File: config.mk
export PLATFORM = sky130hd
export DESIGN_NAME = sys_arr_ctrl
export DESIGN_NICKNAME = d
export VERILOG_FILES = /design/src/rtl/sys_arr_pkg.sv /design/src/rtl/valid_delay.sv /design/src/rtl/sys_arr_ctrl.sv
export SDC_FILE = /design/constraint.sdc
export NUM_CORES = 1
export LEC_CHECK = 0
export CAP_MARGIN = 10
export CORE_ASPECT_RATIO = 1.25
export CORE_MARGIN = 2
export CORE_UTILIZATION = 55
export DETAILED_ROUTE_END_ITERATION = 8
export GPL_ROUTABILITY_DRIVEN = 1
export GPL_TIMING_DRIVEN = 0
export PLACE_DENSITY = 0.8
export SLEW_MARGIN = 20
export SYNTH_ARGS = -nofsm -noshare
export SYNTH_HDL_FRONTEND = slang
export SYNTH_SLANG_ARGS = --single-unit
File: constraint.sdc
create_clock -name clk -period 7.4 [get_ports clk]
set_input_delay 1.85 -clock clk [delete_from_list [all_inputs] [get_ports clk]]
set_output_delay 1.85 -clock clk [all_outputs]
set_load 0.02 [all_outputs]
File: src/rtl/sys_arr_pkg.sv
// Shared definitions for the sys_arr sequencing controller: op encodings,
// FSM state type and the array's WS pipeline latency.
package sys_arr_pkg;

  // Encoding bits are {os, os-drain, ws-load}
  localparam logic [2:0] WS_LOAD  = 3'b001;
  localparam logic [2:0] WS_FLOW  = 3'b000;
  localparam logic [2:0] OS_FLOW  = 3'b100;
  localparam logic [2:0] OS_DRAIN = 3'b110;

  typedef enum logic [2:0] {
    IDLE,
    LOAD,
    FLOW,
    DRAIN,
    DONE
  } state_t;

  function automatic int pipe_lat(input int n);
    return 2 * n + 1;
  endfunction

endpackage

File: src/rtl/valid_delay.sv
// Fixed-depth 1-bit shift register with async active-low reset and a
// synchronous flush; carries WS activation-read strobes to the result write.
module valid_delay #(
  parameter int DEPTH = 2
) (
  input  logic clk,
  input  logic reset,
  input  logic clr,
  input  logic din,
  output logic dout
);

  logic [DEPTH-1:0] sr_q;
  logic [DEPTH-1:0] sr_d;
  logic [DEPTH-1:0] shift_in;

  genvar gi;
  generate
    for (gi = 0; gi < DEPTH; gi++) begin : g_stage
      if (gi == 0) begin : g_first
        assign shift_in[gi] = din;
      end else begin : g_rest
        assign shift_in[gi] = sr_q[gi-1];
      end
    end
  endgenerate

  always_comb begin
    sr_d = clr ? '0 : shift_in;
  end

  always_ff @(posedge clk or negedge reset) begin
    if (!reset) begin
      sr_q <= '0;
    end else begin
      sr_q <= sr_d;
    end
  end

  assign dout = sr_q[DEPTH-1];

endmodule

File: src/rtl/sys_arr_ctrl.sv
// Load/flow/drain sequencer for the sys_arr systolic array with buffer strobes.
// Optional abort input is enabled by defining SYS_ARR_CTRL_ABORT_EN.
module sys_arr_ctrl
  import sys_arr_pkg::*;
#(
  parameter int SYS_ARR_SIZE = 8,
  parameter int OP_SIG_WIDTH = 3,
  parameter int LEN_WIDTH    = 16
) (
  input  logic                    clk,
  input  logic                    reset,
`ifdef SYS_ARR_CTRL_ABORT_EN
  input  logic                    abort,
`endif
  input  logic                    start,
  input  logic                    mode,
  input  logic [LEN_WIDTH-1:0]    num_vec,
  output logic                    busy,
  output logic                    done,
  output logic [OP_SIG_WIDTH-1:0] operation_signal_out,
  output logic                    wgt_rd_en,
  output logic [LEN_WIDTH-1:0]    wgt_rd_addr,
  output logic                    act_rd_en,
  output logic [LEN_WIDTH-1:0]    act_rd_addr,
  output logic                    res_wr_en,
  output logic [LEN_WIDTH-1:0]    res_wr_addr
);

  localparam int N  = SYS_ARR_SIZE;
  localparam int PL = pipe_lat(SYS_ARR_SIZE);
  localparam int CW = LEN_WIDTH + 1;

  state_t                  state_q, state_d;
  logic [CW-1:0]           cnt_q, cnt_d;
  logic [LEN_WIDTH-1:0]    k_q, k_d;
  logic                    mode_q, mode_d;
  logic [LEN_WIDTH-1:0]    rd_cnt_q, rd_cnt_d;
  logic [LEN_WIDTH-1:0]    res_cnt_q, res_cnt_d;

  logic                    busy_q, busy_d;
  logic                    done_q, done_d;
  logic [OP_SIG_WIDTH-1:0] op_q, op_d;
  logic                    wgt_rd_en_q, wgt_rd_en_d;
  logic [LEN_WIDTH-1:0]    wgt_rd_addr_q, wgt_rd_addr_d;
  logic                    act_rd_en_q, act_rd_en_d;
  logic [LEN_WIDTH-1:0]    act_rd_addr_q, act_rd_addr_d;
  logic                    res_wr_en_q, res_wr_en_d;
  logic [LEN_WIDTH-1:0]    res_wr_addr_q, res_wr_addr_d;

  logic                    abort_w;
  logic                    abort_act;
  logic                    ws_wr_pend;
  logic [CW-1:0]           last_cnt;
  logic                    phase_entry;
  logic                    in_act;
  logic [LEN_WIDTH-1:0]    rd_base;
  logic [LEN_WIDTH-1:0]    res_base;

`ifdef SYS_ARR_CTRL_ABORT_EN
  assign abort_w = abort;
`else
  assign abort_w = 1'b0;
`endif

  assign abort_act = abort_w && (state_q != IDLE);

  // Read strobes reach the write side 2N cycles later, then one output register
  valid_delay #(.DEPTH(PL - 1)) u_valid_delay (
    .clk   (clk),
    .reset (reset),
    .clr   (abort_act),
    .din   (act_rd_en_q),
    .dout  (ws_wr_pend)
  );

  always_comb begin
    case (state_q)
      LOAD:    last_cnt = CW'(N - 1);
      FLOW:    last_cnt = mode_q ? ({1'b0, k_q} + CW'(2 * N - 1))
                                 : ({1'b0, k_q} + CW'(PL - 1));
      DRAIN:   last_cnt = CW'(N);
      default: last_cnt = '0;
    endcase
  end

  always_comb begin
    state_d = state_q;
    cnt_d   = cnt_q + CW'(1);
    k_d     = k_q;
    mode_d  = mode_q;
    case (state_q)
      IDLE: begin
        cnt_d = '0;
        if (start && !abort_w) begin
          k_d    = num_vec;
          mode_d = mode;
          if (num_vec == '0) begin
            state_d = DONE;
          end else if (mode) begin
            state_d = FLOW;
          end else begin
            state_d = LOAD;
          end
        end
      end
      LOAD: begin
        if (cnt_q == last_cnt) begin
          state_d = FLOW;
          cnt_d   = '0;
        end
      end
      FLOW: begin
        if (cnt_q == last_cnt) begin
          state_d = mode_q ? DRAIN : DONE;
          cnt_d   = '0;
        end
      end
      DRAIN: begin
        if (cnt_q == last_cnt) begin
          state_d = DONE;
          cnt_d   = '0;
        end
      end
      DONE: begin
        state_d = IDLE;
        cnt_d   = '0;
      end
      default: begin
        state_d = IDLE;
        cnt_d   = '0;
      end
    endcase
    if (abort_act) begin
      state_d = IDLE;
      cnt_d   = '0;
    end
  end

  // Outputs are decoded from next-cycle state so every output is a flop
  always_comb begin
    phase_entry = (state_d != state_q);
    rd_base     = phase_entry ? '0 : rd_cnt_q;
    res_base    = phase_entry ? '0 : res_cnt_q;
    in_act      = (state_d == FLOW) && (cnt_d < {1'b0, k_d});

    wgt_rd_en_d   = (state_d == LOAD) || (in_act && mode_d);
    act_rd_en_d   = in_act;
    wgt_rd_addr_d = wgt_rd_en_d ? rd_base : '0;
    act_rd_addr_d = act_rd_en_d ? rd_base : '0;
    rd_cnt_d      = rd_base + LEN_WIDTH'(wgt_rd_en_d | act_rd_en_d);

    res_wr_en_d   = ((state_d == FLOW) && !mode_d && ws_wr_pend) ||
                    ((state_d == DRAIN) && (cnt_d != '0));
    res_wr_addr_d = res_wr_en_d ? res_base : '0;
    res_cnt_d     = res_base + LEN_WIDTH'(res_wr_en_d);

    case (state_d)
      LOAD:    op_d = OP_SIG_WIDTH'(WS_LOAD);
      FLOW:    op_d = mode_d ? OP_SIG_WIDTH'(OS_FLOW) : OP_SIG_WIDTH'(WS_FLOW);
      DRAIN:   op_d = OP_SIG_WIDTH'(OS_DRAIN);
      default: op_d = OP_SIG_WIDTH'(WS_FLOW);
    endcase

    busy_d = (state_d != IDLE);
    done_d = (state_d == DONE);
  end

  always_ff @(posedge clk or negedge reset) begin
    if (!reset) begin
      state_q       <= IDLE;
      cnt_q         <= '0;
      k_q           <= '0;
      mode_q        <= 1'b0;
      rd_cnt_q      <= '0;
      res_cnt_q     <= '0;
      busy_q        <= 1'b0;
      done_q        <= 1'b0;
      op_q          <= '0;
      wgt_rd_en_q   <= 1'b0;
      wgt_rd_addr_q <= '0;
      act_rd_en_q   <= 1'b0;
      act_rd_addr_q <= '0;
      res_wr_en_q   <= 1'b0;
      res_wr_addr_q <= '0;
    end else begin
      state_q       <= state_d;
      cnt_q         <= cnt_d;
      k_q           <= k_d;
      mode_q        <= mode_d;
      rd_cnt_q      <= rd_cnt_d;
      res_cnt_q     <= res_cnt_d;
      busy_q        <= busy_d;
      done_q        <= done_d;
      op_q          <= op_d;
      wgt_rd_en_q   <= wgt_rd_en_d;
      wgt_rd_addr_q <= wgt_rd_addr_d;
      act_rd_en_q   <= act_rd_en_d;
      act_rd_addr_q <= act_rd_addr_d;
      res_wr_en_q   <= res_wr_en_d;
      res_wr_addr_q <= res_wr_addr_d;
    end
  end

  assign busy                 = busy_q;
  assign done                 = done_q;
  assign operation_signal_out = op_q;
  assign wgt_rd_en            = wgt_rd_en_q;
  assign wgt_rd_addr          = wgt_rd_addr_q;
  assign act_rd_en            = act_rd_en_q;
  assign act_rd_addr          = act_rd_addr_q;
  assign res_wr_en            = res_wr_en_q;
  assign res_wr_addr          = res_wr_addr_q;

endmodule
==> flow_metrics.tcl <==
set metrics [dict create \
    maxSlewHeadroom 0.291 \
    cpPeakStageDelay_ps 540 \
    fin_crit_ps 6980 \
    multiInputGateArea_um2 3320 \
    fin_area_um2 8820 \
    ir_drop_v 0.000233 \
    grt_max_degree 73 \
    firstDrtPassIters 5 \
    core-area_um2 12700 \
    clockRootBuffer "clkbuf_16" \
    crit_type "register to register" \
    cts-buffers-inserted 17 \
    route.detailed.drc 0 \
    synth-edff-count 0 \
    finClkSkew_ps 10.0 \
    die_w_um 106 \
    power.total_mw 3.35 \
    required_ps 7700 \
    p_leak_nw 3.84 \
    cts.path.max_buffers 2 \
    crit_path_top_delay_cell "or4b_4" \
    swShare 0.416 \
    grt_first_pass_wirelength_mm 29.4 \
    syn-num-nets 758 \
    gr-total-overflow 0 \
    grt_usage 0.267 \
    ys.warnings.count 0 \
    avgSynthCellArea_um2 10.1 \
    antenna_cells 0 \
    clock_latency_ps 420 \
    area_delta_synth_final_pct 22.5 \
    p_switching_mw 1.39 \
    ctsHoldBuffers 0 \
    ys_types 66 \
    yosys-top-cells-count "141 x dfrtp_1, 78 x nor2_1, 46 x inv_1" \
    drv_cap 0 \
    start_util 0.566 \
    dp_hpwl_mm 13.1 \
    path_clk_slew_ps 60 \
    worst_slew_pin_slew_ps 1050 \
    hp-class "register to register" \
    seqCellArea_um2 3530 \
    layout-drive-gt1-share 0.0895 \
    end_kind "register" \
    final_max_slew_viol_count 0 \
    vias 5872 \
    post_synth_inst_count 716 \
    worstPathMaxFanout 10 \
    stdcell_count 995 \
    dp_cells 960 \
    place.gp.congestion 0.932 \
    synth_area_um2 7200 \
    combPwrFrac 0.435 \
    hold_violations 0 \
    place_ws_ps -792 \
    std_cell_rows 46 \
    clock-sinks 141 \
    arrival_ps 7270 \
    htree_levels 4 \
    fp.dieArea_um2 14000 \
    final.setup.tns_ps 0 \
    clkPwrFrac 0.247 \
    routedWlPerCell_um 18.0 \
    io_buffer_count 75 \
    fmaxAchievable_ghz 0.143 \
    antenna_found_initial 0 \
    ys_top_cells_by_area "dfrtp_1 49%, xnor2_1 4.9%, nor2_1 4.1%" \
    ant_nets 0 \
    layout_setup_ws_ps 424 \
    seqPwrFrac 0.318 \
    placed_cell_area_um2 8200 \
    viasPerCell 5.90 \
    drt_iter0_drc 375 \
    yosys.area.top_type "dfrtp_1" \
    nFillCells 960 \
    seq_area_frac_synth 0.490 \
    io_pins 76 \
    min_period_over_period 0.943 \
    cts_tree "yes" \
    grt_pass1_vias 6089 \
    synth_seq_cells 141 \
    synth_flop_cell "dfrtp_1" \
    cp-start-kind "register" \
    rsz0062_at_grt "false" \
    async_reset_ff_frac 1.00 \
    die_y_um 132 \
    drt_wl_total_mm 17.9 \
    outcome "complete, no violations" \
    power_per_cell_area_nw_per_um2 380 \
    layout.nets 856 \
    p_int_mw 1.96 \
    setup_violations 0 \
    synth_most_common_cell "dfrtp_1" \
    synth_top_area_frac 0.490 \
    crit_path_frequent_cell "ha_1" \
]
==> path summary, 6_finish.rpt <==
kind                                                       from                               end  slack (ps)  cells after the start
worst max-delay path                           k_q[0]$_DFF_PN0_            rd_cnt_q[10]$_DFF_PN0_         420                     26
worst min-delay path            u_valid_delay.sr_q[2]$_DFF_PN0_   u_valid_delay.sr_q[3]$_DFF_PN0_         350                      0
worst max register to register                 k_q[0]$_DFF_PN0_            rd_cnt_q[10]$_DFF_PN0_         420                     26
worst min register to register  u_valid_delay.sr_q[2]$_DFF_PN0_   u_valid_delay.sr_q[3]$_DFF_PN0_         350                      0
max in group asynchronous                                 reset                 k_q[15]$_DFF_PN0_        5310                      2
min in group asynchronous                                 reset  u_valid_delay.sr_q[11]$_DFF_PN0_        1380                      1
==> timing repair <==
item	CTS	global route
setup endpoints to repair	11	11
endpoints found under the hold margin	0	0
resized for setup	3	4
pin swaps	0	2
setup buffers	0	4
==> stage by stage <==
stage	util	hold slack, ps
global route	0.694	366
finish	0.694	352
CTS	0.691	356
detailed placement	0.644	336
global placement	0.642	339
floorplan	-	331
==> placed cells by master, fill, tap and decap left out, types with 7 or more instances in the layout <==
| cell | n |
|---|---|
| inv_1 | 46 |
| clkbuf_1 | 23 |
| clkbuf_16 | 17 |
| o21ai_0 | 15 |
| o211ai_1 | 8 |
| and3_1 | 16 |
| nor3_1 | 33 |
| nand2_1 | 33 |
| buf_2 | 9 |
| mux2i_1 | 18 |
| a211oi_2 | 8 |
| xor2_1 | 19 |
| and2_1 | 20 |
| a21oi_1 | 14 |
| dfrtp_1 | 141 |
| nand4_1 | 20 |
| ha_1 | 22 |
| xnor2_1 | 40 |
| a211oi_1 | 16 |
| nor2_1 | 78 |
| clkdlybuf4s50_1 | 74 |
| nand3_1 | 28 |
| nand2b_1 | 7 |
| nor4_1 | 10 |
==> power by group through the flow <==
stage	Combinational [mW]	Clock, mW	Sequential [mW]
floorplan	0.929	0	1.07
global placement	1.34	0	1.06
detailed placement	1.39	0	1.06
CTS	1.40	0.836	1.05
global route	1.58	0.875	1.09
finish	1.46	0.828	1.07
==> sequential cells by signal, summed over array words and instances (netlist names), 16 cells and up <==
name / cells
act_rd_addr: 16
cnt_q: 17
k_q: 16
rd_cnt_q: 16
res_cnt_q: 16
res_wr_addr: 16
u_valid_delay.sr_q: 16
wgt_rd_addr: 16
==> worst max-delay path: cells and delay by family (launching register included) <==
family / cells / cell delay [ps]
buffers and inverters: 4 / 770
adders and majority gates: 3 / 850
xor gates and xnor gates: 2 / 290
and+or+nand+nor: 9 / 2440
AOI/OAI and AO/OA: 8 / 2010
DFF: 1 / 470
==> cell type report <==
cell class	count	area share
sequential	141	0.400
multi-input combinational	488	0.377
timing repair buffer	80	0.0922
clock buffer	18	0.0486
tap	168	0.0238
buffer	40	0.0227
inverter	46	0.0196
clock inverter	14	0.0166
==> cell families after synthesis <==
logic type | synth area share
and+or+nand+nor | 0.199
buffers and inverters | 0.0521
DFF | 0.490
adders and majority gates | 0.0382
AOI/OAI and AO/OA | 0.119
xor gates and xnor gates | 0.0751
muxes | 0.0266
==> per-layer routing <==
metal  part of all wire  GRT usage  wire length (um)
met5                  0          0                 0
met4              0.049      0.143               877
met3              0.053     0.0460               952
met2               0.52      0.473              9260
met1               0.38      0.304              6860
Note: power is estimated with default switching activity, not from simulation.
